`src/rtl/udm_bus_arbiter_pkg.sv`:
```
// -----------------------------------------------------------------------------
// udm_bus_arbiter_pkg
//   Shared definitions for the two-master req/ack/resp bus arbiter:
//   FSM state encoding, master IDs and the error word returned when the
//   optional watchdog (UDM_BUS_ARBITER_TIMEOUT_EN) gives up on a read.
// -----------------------------------------------------------------------------
package udm_bus_arbiter_pkg;

  typedef enum logic [1:0] {
    IDLE      = 2'd0,  // no owner
    ARB       = 2'd1,  // registered grant is being applied
    REQ       = 2'd2,  // owner's request is passed to the slave
    WAIT_RESP = 2'd3   // read accepted, waiting for the slave's response
  } state_t;

  localparam logic MID_UDM = 1'b0;
  localparam logic MID_CPU = 1'b1;

  localparam logic [31:0] ERR_WORD = 32'hDEADBEEF;

endpackage

```
`src/rtl/udm_arb_rr.sv`:
```
// -----------------------------------------------------------------------------
// udm_arb_rr
//   Two-input round-robin pick. Purely combinational.
//   Ports:
//     req   [1:0] in  request per master (bit 0 = udm, bit 1 = cpu)
//     rr          in  preferred master when both request
//     gnt         out chosen master (meaningful only when valid = 1)
//     valid       out at least one master is requesting
// -----------------------------------------------------------------------------
module udm_arb_rr
  import udm_bus_arbiter_pkg::*;
(
  input  logic [1:0] req,
  input  logic       rr,
  output logic       gnt,
  output logic       valid
);

  always_comb begin
    valid = |req;
    gnt   = rr;
    // A lone requester wins regardless of the preference.
    if (req == 2'b01) gnt = MID_UDM;
    else if (req == 2'b10) gnt = MID_CPU;
  end

endmodule

```
`src/rtl/udm_bus_arbiter.sv`:
```
// -----------------------------------------------------------------------------
// udm_bus_arbiter
//   Serialises two bus masters (m0 = udm debug master, m1 = cpu data port)
//   onto one slave bus. One transaction in flight; the grant is held until
//   write-ack or read-response and the response is routed back to the owner.
//
//   Handshake: a transfer happens in a cycle where req and ack are both 1.
//   A master holds req and its fields stable until ack. A read completes with
//   a single resp pulse in the ack cycle or any later cycle.
//
//   Ports:
//     clk_i, rst_i                 clock, synchronous active-high reset
//     mN_req_i/we_i/addr_bi/be_bi/wdata_bi   master N request side
//     mN_ack_o/resp_o/rdata_bo     master N ack, read-valid, read data
//     s_req_o/we_o/addr_bo/be_bo/wdata_bo    slave request side
//     s_ack_i/resp_i/rdata_bi      slave ack, read-valid, read data
//     grant_o                      owner (0 = udm, 1 = cpu), valid when busy_o
//     busy_o                       a transaction is owned
//     dbg_state                    current FSM state (debug)
//     timeout_o                    sticky watchdog flag (only with the macro)
//
//   Optional feature: define UDM_BUS_ARBITER_TIMEOUT_EN to add a watchdog that
//   abandons a stalled request or answers a stalled read with ERR_WORD.
// -----------------------------------------------------------------------------
module udm_bus_arbiter
  import udm_bus_arbiter_pkg::*;
#(
  parameter int ADDR_W         = 32,
  parameter int DATA_W         = 32,
  parameter int TIMEOUT_CYCLES = 1024
) (
  input  logic                clk_i,
  input  logic                rst_i,

  input  logic                m0_req_i,
  input  logic                m0_we_i,
  input  logic [ADDR_W-1:0]   m0_addr_bi,
  input  logic [DATA_W/8-1:0] m0_be_bi,
  input  logic [DATA_W-1:0]   m0_wdata_bi,
  output logic                m0_ack_o,
  output logic                m0_resp_o,
  output logic [DATA_W-1:0]   m0_rdata_bo,

  input  logic                m1_req_i,
  input  logic                m1_we_i,
  input  logic [ADDR_W-1:0]   m1_addr_bi,
  input  logic [DATA_W/8-1:0] m1_be_bi,
  input  logic [DATA_W-1:0]   m1_wdata_bi,
  output logic                m1_ack_o,
  output logic                m1_resp_o,
  output logic [DATA_W-1:0]   m1_rdata_bo,

  output logic                s_req_o,
  output logic                s_we_o,
  output logic [ADDR_W-1:0]   s_addr_bo,
  output logic [DATA_W/8-1:0] s_be_bo,
  output logic [DATA_W-1:0]   s_wdata_bo,
  input  logic                s_ack_i,
  input  logic                s_resp_i,
  input  logic [DATA_W-1:0]   s_rdata_bi,

  output logic                grant_o,
  output logic                busy_o,
`ifdef UDM_BUS_ARBITER_TIMEOUT_EN
  output logic                timeout_o,
`endif
  output logic [1:0]          dbg_state
);

  if (TIMEOUT_CYCLES < 1 || TIMEOUT_CYCLES > 65536) begin : g_bad_timeout
    $error("TIMEOUT_CYCLES must fit the 16-bit watchdog counter");
  end

  state_t              state;
  logic                rr;
  logic [DATA_W-1:0]   rdata0_q;
  logic [DATA_W-1:0]   rdata1_q;

  logic                arb_gnt;
  logic                arb_valid;

  logic                own_req;
  logic                own_we;
  logic [ADDR_W-1:0]   own_addr;
  logic [DATA_W/8-1:0] own_be;
  logic [DATA_W-1:0]   own_wdata;

  logic                in_req;
  logic                xfer;
  logic                resp_fire;
  logic [DATA_W-1:0]   resp_data;
  logic                wait_to;
  logic                req_to;

  udm_arb_rr u_rr (
    .req   ({m1_req_i, m0_req_i}),
    .rr    (rr),
    .gnt   (arb_gnt),
    .valid (arb_valid)
  );

  // Owner's request fields, selected by the registered grant.
  assign own_req   = grant_o ? m1_req_i    : m0_req_i;
  assign own_we    = grant_o ? m1_we_i     : m0_we_i;
  assign own_addr  = grant_o ? m1_addr_bi  : m0_addr_bi;
  assign own_be    = grant_o ? m1_be_bi    : m0_be_bi;
  assign own_wdata = grant_o ? m1_wdata_bi : m0_wdata_bi;

  assign in_req = (state == REQ);
  assign xfer   = in_req & own_req & s_ack_i;

  // Slave side is a combinational pass-through only while in REQ.
  assign s_req_o    = in_req & own_req;
  assign s_we_o     = in_req & own_we;
  assign s_addr_bo  = in_req ? own_addr  : '0;
  assign s_be_bo    = in_req ? own_be    : '0;
  assign s_wdata_bo = in_req ? own_wdata : '0;

`ifdef UDM_BUS_ARBITER_TIMEOUT_EN
  localparam logic [15:0] TO_LAST = 16'(TIMEOUT_CYCLES - 1);
  logic [15:0] to_cnt;
  logic        to_hit;

  assign to_hit  = (to_cnt == TO_LAST);
  // A real response or ack in the limit cycle takes precedence.
  assign wait_to = (state == WAIT_RESP) & to_hit & ~s_resp_i;
  assign req_to  = in_req & own_req & ~s_ack_i & to_hit;

  always_ff @(posedge clk_i) begin
    if (rst_i) begin
      to_cnt    <= '0;
      timeout_o <= 1'b0;
    end else begin
      // Cleared on entry to REQ (from ARB) and on entry to WAIT_RESP.
      if (state == ARB || (xfer && !own_we && !s_resp_i)) to_cnt <= '0;
      else if (state == REQ || state == WAIT_RESP) to_cnt <= to_cnt + 16'd1;
      if (wait_to || req_to) timeout_o <= 1'b1;
    end
  end
`else
  assign wait_to = 1'b0;
  assign req_to  = 1'b0;
`endif

  // Read completion: same-cycle ack+resp, late resp, or watchdog answer.
  assign resp_fire = (xfer & ~own_we & s_resp_i)
                   | ((state == WAIT_RESP) & s_resp_i)
                   | wait_to;
  assign resp_data = wait_to ? DATA_W'(ERR_WORD) : s_rdata_bi;

  assign m0_ack_o  = xfer & (grant_o == MID_UDM);
  assign m1_ack_o  = xfer & (grant_o == MID_CPU);
  assign m0_resp_o = resp_fire & (grant_o == MID_UDM);
  assign m1_resp_o = resp_fire & (grant_o == MID_CPU);

  // Read data is held in a register; the response cycle bypasses it so the
  // data is valid together with the resp pulse.
  assign m0_rdata_bo = m0_resp_o ? resp_data : rdata0_q;
  assign m1_rdata_bo = m1_resp_o ? resp_data : rdata1_q;

  assign dbg_state = state;

  always_ff @(posedge clk_i) begin
    if (rst_i) begin
      state    <= IDLE;
      rr       <= MID_UDM;
      grant_o  <= MID_UDM;
      busy_o   <= 1'b0;
      rdata0_q <= '0;
      rdata1_q <= '0;
    end else begin
      if (m0_resp_o) rdata0_q <= resp_data;
      if (m1_resp_o) rdata1_q <= resp_data;

      case (state)
        IDLE: begin
          if (arb_valid) begin
            grant_o <= arb_gnt;
            busy_o  <= 1'b1;
            state   <= ARB;
          end
        end
        ARB: state <= REQ;
        REQ: begin
          if (!own_req) begin
            // Owner withdrew before ack: drop it, preference unchanged.
            state  <= IDLE;
            busy_o <= 1'b0;
          end else if (s_ack_i) begin
            if (own_we || s_resp_i) begin
              state  <= IDLE;
              busy_o <= 1'b0;
              rr     <= ~grant_o;
            end else begin
              state <= WAIT_RESP;
            end
          end else if (req_to) begin
            state  <= IDLE;
            busy_o <= 1'b0;
          end
        end
        WAIT_RESP: begin
          if (s_resp_i || wait_to) begin
            state  <= IDLE;
            busy_o <= 1'b0;
            rr     <= ~grant_o;
          end
        end
        default: begin
          state  <= IDLE;
          busy_o <= 1'b0;
        end
      endcase
    end
  end

endmodule

```
`config.mk`:
```
export PLATFORM = sky130hd
export DESIGN_NAME = udm_bus_arbiter
export DESIGN_NICKNAME = d
export VERILOG_FILES = /design/src/rtl/udm_bus_arbiter_pkg.sv /design/src/rtl/udm_arb_rr.sv /design/src/rtl/udm_bus_arbiter.sv
export SDC_FILE = /design/constraint.sdc
export NUM_CORES = 1
export LEC_CHECK = 0
export CAP_MARGIN = 5
export CORE_AREA = 2 2 125 127
export DETAILED_ROUTE_END_ITERATION = 8
export DIE_AREA = 0 0 127 129
export PLACE_DENSITY = 0.83
export SLEW_MARGIN = 40
export SYNTH_ARGS = -nofsm -noshare
export SYNTH_HDL_FRONTEND = slang
export SYNTH_HIERARCHICAL = 1
export SYNTH_SLANG_ARGS = --single-unit
```
`constraint.sdc`:
```
create_clock -name clk_i -period 2.1 [get_ports clk_i]
set_input_delay 0.21 -clock clk_i [delete_from_list [all_inputs] [get_ports clk_i]]
set_output_delay 0.21 -clock clk_i [all_outputs]
set_load 0.03 [all_outputs]
```
**Word-level counts from Yosys, hierarchy flattened**

Cells that the tools add are included.

- Eq/ne operators: 12
- Muxes and demuxes: 29
- Bitwise operators: 13
- Reductions and logical operators: 9

Operator list:

| cell | count |
|---|---|
| $mux W32 | 6 |
| $mux W1 | 13 |
| $and A1 B1 Y1 | 10 |
| $mux W2 | 5 |
| $reduce_and A5 Y1 | 2 |
| $mux W4 | 2 |
| $ne A2 B2 Y1 const B | 4 |
| $pmux W2 S4 | 1 |
| $eq A2 B2 Y1 const B | 3 |
| $eq A2 B1 Y1 const B | 2 |
| $ne A3 B2 Y1 const B | 1 |
| $ne A3 B3 Y1 const B | 1 |
| $pmux W1 S3 | 1 |
| $reduce_and A3 Y1 | 1 |
| $reduce_bool A3 Y1 | 1 |
| $logic_not A2 Y1 | 1 |
| $ne A2 B1 Y1 const B | 1 |
| $not A1 Y1 | 2 |
| $pmux W1 S2 | 1 |
| $reduce_and A2 Y1 | 1 |
| $reduce_bool A2 Y1 | 1 |
| $reduce_or A2 Y1 | 1 |
| $logic_or A1 B1 Y1 | 1 |
| $or A1 B1 Y1 | 1 |

- Flip-flop bits (word level): 69
- Output and inout bits: 142
- Logic and storage cells: 69

**Logic depth before layout (Yosys ltp)**

- Word-level depth: 8
- Depth in mapped cells: 7

**Hierarchy**

The synthesis kept the hierarchy.

By module, submodules not included:

| module | instances | cells an instance | area an instance (um^2) |
|---|---|---|---|
| udm_bus_arbiter | 1 | 658 | 5277.6 |
| udm_arb_rr | 1 | 4 | 18.8 |

**Worst setup path before layout**

OpenSTA, ideal clock, no wires.

- Path kind: reg2out
- Start: register state[1] (netlist: dbg_state[1])
- End: output m0_ack_o
- Arrival: 2.026 ns
- Data required time: 1.890 ns
- Setup slack: -0.136 ns
- Stages on the path, launching flop included: 5
- Cells stage by stage: dfxtp_1 nand2b_1 clkbuf_1 clkbuf_1 nor4_1

- Cells in the longest elaborated chain, start to end: 4

RTL lines:

| what | line | RTL |
|---|---|---|
| start, declared | udm_bus_arbiter.sv:74 | `state_t state;` |
| start signal, assigned | udm_bus_arbiter.sv:165 | `state <= IDLE;` |
| start signal, assigned | udm_bus_arbiter.sv:180 | `state <= ARB;` |
| start signal, assigned | udm_bus_arbiter.sv:183 | `ARB: state <= REQ;` |
| $eq A2 B2 Y1 | udm_bus_arbiter.sv:109 | `assign in_req = (state == REQ);` |
| $and A1 B1 Y1 (2 in a row) | udm_bus_arbiter.sv:110 | `assign xfer = in_req & own_req & s_ack_i;` |
| $and A1 B1 Y1 | udm_bus_arbiter.sv:151 | `assign m0_ack_o = xfer & (grant_o == MID_UDM);` |
| end, declared | udm_bus_arbiter.sv:40 | `output logic m0_ack_o,` |

No other way between the ends.

**Final worst setup path**

- Start: register grant_o
- End: output m0_rdata_bo[9]

- Cells in the longest elaborated chain, start to end: 8
- Elaborated cells between the ends (all ways): 11

RTL lines:

| what | line | RTL |
|---|---|---|
| start, declared | udm_bus_arbiter.sv:62 | `output logic grant_o,` |
| start signal, assigned | udm_bus_arbiter.sv:178 | `grant_o <= arb_gnt;` |
| $mux W1 | udm_bus_arbiter.sv:103 | `assign own_req = grant_o ? m1_req_i : m0_req_i;` |
| $and A1 B1 Y1 (2 in a row) | udm_bus_arbiter.sv:110 |  |
| $and A1 B1 Y1 (2 in a row) | udm_bus_arbiter.sv:146 | `assign resp_fire = (xfer & ~own_we & s_resp_i)` |
| $or A1 B1 Y1 | udm_bus_arbiter.sv:147 | `\| ((state == WAIT_RESP) & s_resp_i)` |
| $and A1 B1 Y1 * | udm_bus_arbiter.sv:153 | `assign m0_resp_o = resp_fire & (grant_o == MID_UDM);` |
| $mux W32 * | -- |  |
| end, declared | udm_bus_arbiter.sv:42 | `output logic [DATA_W-1:0] m0_rdata_bo,` |

Every way passes the cells marked *; elsewhere a longest branch is shown, timed or not.

==> qor.yml <==
yosys:
  ys_types: 31
  ys_seq_area_frac: 0.261
  ys_ff_latch: 69
  synthesis.area_um2: 5300
  avgSynthCellArea_um2: 8.00
  syn_inst: 662
  synth_nets: 838
  yosysWarnings: 6
outcome:
  status: "complete, but fails checks"
  violations: "negative setup slack"
drt:
  ant_nets: 0
  first_pass_iters: 5
  num_vias: 6534
  wl_mm: 25.0
  wire_per_inst_um: 21.3
  drt_iter0_drc: 381
  post-route-drc-count: 0
  vias_per_cell: 5.58
timing:
  drv_slew: 0
  worst_pin_slew_ns: 0.646
  min_period_ns: 2.24
  holdWs_ns: 0.438
  hold_viol_final: 0
  fmax_ghz: 0.446
  relSlewSlack: 0.569
  layout_setup_ws_ns: -0.141
  tns_ns: -4.64
  period_share: 1.07
  rsz0062_at_grt: "yes"
  fin_skew_ns: 0.00666
  setup_viol: 64
pwr:
  switching_share: 0.343
  p_leak_nw: 4.23
  power.share.clock: 0.294
  p_switching_mw: 1.71
  vdd_drop_max_v: 0.000433
  pwr-share-comb: 0.424
  share_seq_of_total_power: 0.282
  p_int_mw: 3.28
  p_total_mw: 4.99
  powerDensity_nw_per_um2: 495
grt:
  grt_pass1_vias: 6161
  antenna_found_initial: 2
  grt_pass1_wl_mm: 34.3
  grt_max_degree: 70
  grt_use_total: 0.269
  grt-ovfl-total: 0
placement:
  dp.cells: 1140
  portBuffers: 317
  dpl_cell_area_um2: 8720
  post-place-ws_ns: -0.112
  gp_congestion: 0.882
  place_hpwl_mm: 17.6
clocking:
  h-tree-depth: 3
  cts.sinks: 69
  cts_hold_buffers: 0
  clkTransAtPathRegs_ns: 0.05
  cts_buffers: 9
  clk_path_buf_depth: 2
  cts_tree: "yes"
  root_buffer: "clkbuf_16"
  worstSkewPairLatency_ns: 0.33
setup_path:
  rr_startpoint: "grant_o"
  slowest_delay_ns: 0.42
  r2r_cells: 5
  cp-end-kind: "output port"
  path_buf_inv: 2
  cp-start-kind: "flip-flop"
  worst_ep_required_time_ns: 1.89
  crit_start: "grant_o"
  crit_arrival_ns: 2.03
  crit_fanout: 43
  critical_path.top_delay_family: "simple AND/OR/NAND/NOR gates"
  r2r_end: "rdata0_q[5]"
  worstPathCellList: "mux2i_4, nor3_4, buf_12, or3b_1, nand3_2, buf_6"
  r2r_slack_ns: 0.32
  critPathKind: "reg2out"
  slowest_stage: "or3b_1"
final_layout:
  fill_cells: 1185
  final_area_um2: 10100
  layout.cells.non_filler: 1170
  area_growth_pct: 90.2
  final_util: 0.673
  drive_above_1_share: 0.342
  multi_input_area_um2: 4270
  seqCellArea_um2: 1390
  final_nets: 1152
floorplanning:
  ios: 318
  die_area_um2: 16400
  die_w_um: 127
  start_util: 0.354
  rows: 45
  die_h_um: 129
  core-area_um2: 15000
min_path:
  hold_path_startpoint: "rst_i"
  worstHoldEndpoint: "grant_o"
  worstHoldPathType: "in2reg"
  min_delay_path_depth: 2
job:
  maxCapViolations: 0
placed cells by master (no fill, tap or decap), types with 2 or more instances in the layout:
cell and instances:
nand2_1 5, a31oi_1 64, buf_4 93, dfxtp_1 66, or3b_4 45, inv_1 2
buf_16 2, nand3_2 48, nor3_1 2, buf_6 54, nor3_4 2, mux2i_4 14
and2_1 32, o21a_1 2, buf_12 28, diode_2 2, dfxtp_2 2, clkdlybuf4s50_1 177
nor2_1 73, a21oi_1 5, clkbuf_16 13, or3b_1 19, clkbuf_1 4, nor2b_1 2
mux2i_2 22, dlymetal6s2s_1 2, dlygate4sd2_1 3, mux2i_1 98, nand3_1 81
cells in the mapped netlist, drive strengths merged:
cell type	number	area share
a31oi	64	0.076
clkbuf	28	0.020
mux2i	134	0.25
nand2b	1	0.0012
inv	2	0.0014
nand3	129	0.12
a21o	1	0.0014
a211oi	1	0.0014
o21a	2	0.0028
a2111oi	1	0.0017
a21oi	5	0.0047
buf	35	0.035
and2	32	0.038
and3	2	0.0024
nor2	74	0.052
o21ai	2	0.0019
a31o	1	0.0017
nor2b	2	0.0024
nor4	1	0.0012
nor3	4	0.0057
dfxtp	69	0.26
or3b	64	0.11
nand2	6	0.0043
or2	1	0.0012
o21bai	1	0.0014
power by group through the flow:
stage          Combinational [mW]  Clock (mW)  Sequential (mW)
2_1_floorplan               0.962           0             1.44
3_3_place_gp                 1.89           0             1.42
3_5_place_dp                 1.90           0             1.43
4_1_cts                      2.00        1.49             1.40
5_1_grt                      2.22        1.55             1.41
6_report                     2.12        1.47             1.41
sequential cells by signal (all words and copies together), names as in the netlist:
name	count
rr	1
rdata0_q	32
rdata1_q	32
grant_o	1
dbg_state	2
busy_o	1
timing repair:
item	4_1_cts	5_1_grt
setup endpoints to repair	69	67
resized for setup	117	94
gates cloned	2	4
buffers inserted	2	5
pin swaps	2	1
how the worst max path moves through the flow:
stage	endpoint	slack, ns	cells after the start
floorplan	m0_rdata_bo[0]	0.05	6
global placement	m1_rdata_bo[4]	-0.08	7
detailed placement	m1_rdata_bo[2]	-0.11	7
CTS	m1_rdata_bo[6]	-0.15	6
global route	m0_rdata_bo[12]	-0.19	6
finish	m0_rdata_bo[9]	-0.14	6
cell type report:
class	count	share of cell area
repair buffers	366	0.387
clock buffers	13	0.0238
flip-flops and latches	69	0.138
well taps	188	0.0233
clock inverters	2	0.00348
diodes	2	0.000497
multi-input cells	528	0.424
inverters	2	0.000745
metal layers:
metal,vias to the layer above,global-route usage,part of all wire
li1,3076,-,-
met4,0,0.120,0.036
met5,-,0,0
met2,332,0.445,0.49
met3,52,0.0778,0.089
met1,3074,0.325,0.39
cell families (layout without fill, tap and decap cells):
kind of cell / after synthesis / count (layout) / share of synthesized area
compound gates: 78 / 78 / 0.0926
buf+inv: 65 / 383 / 0.0565
flops: 69 / 69 / 0.261
mux: 134 / 134 / 0.254
other cells: 0 / 2 / 0
simple gates: 316 / 316 / 0.336
(Power assumes the default switching activity.)
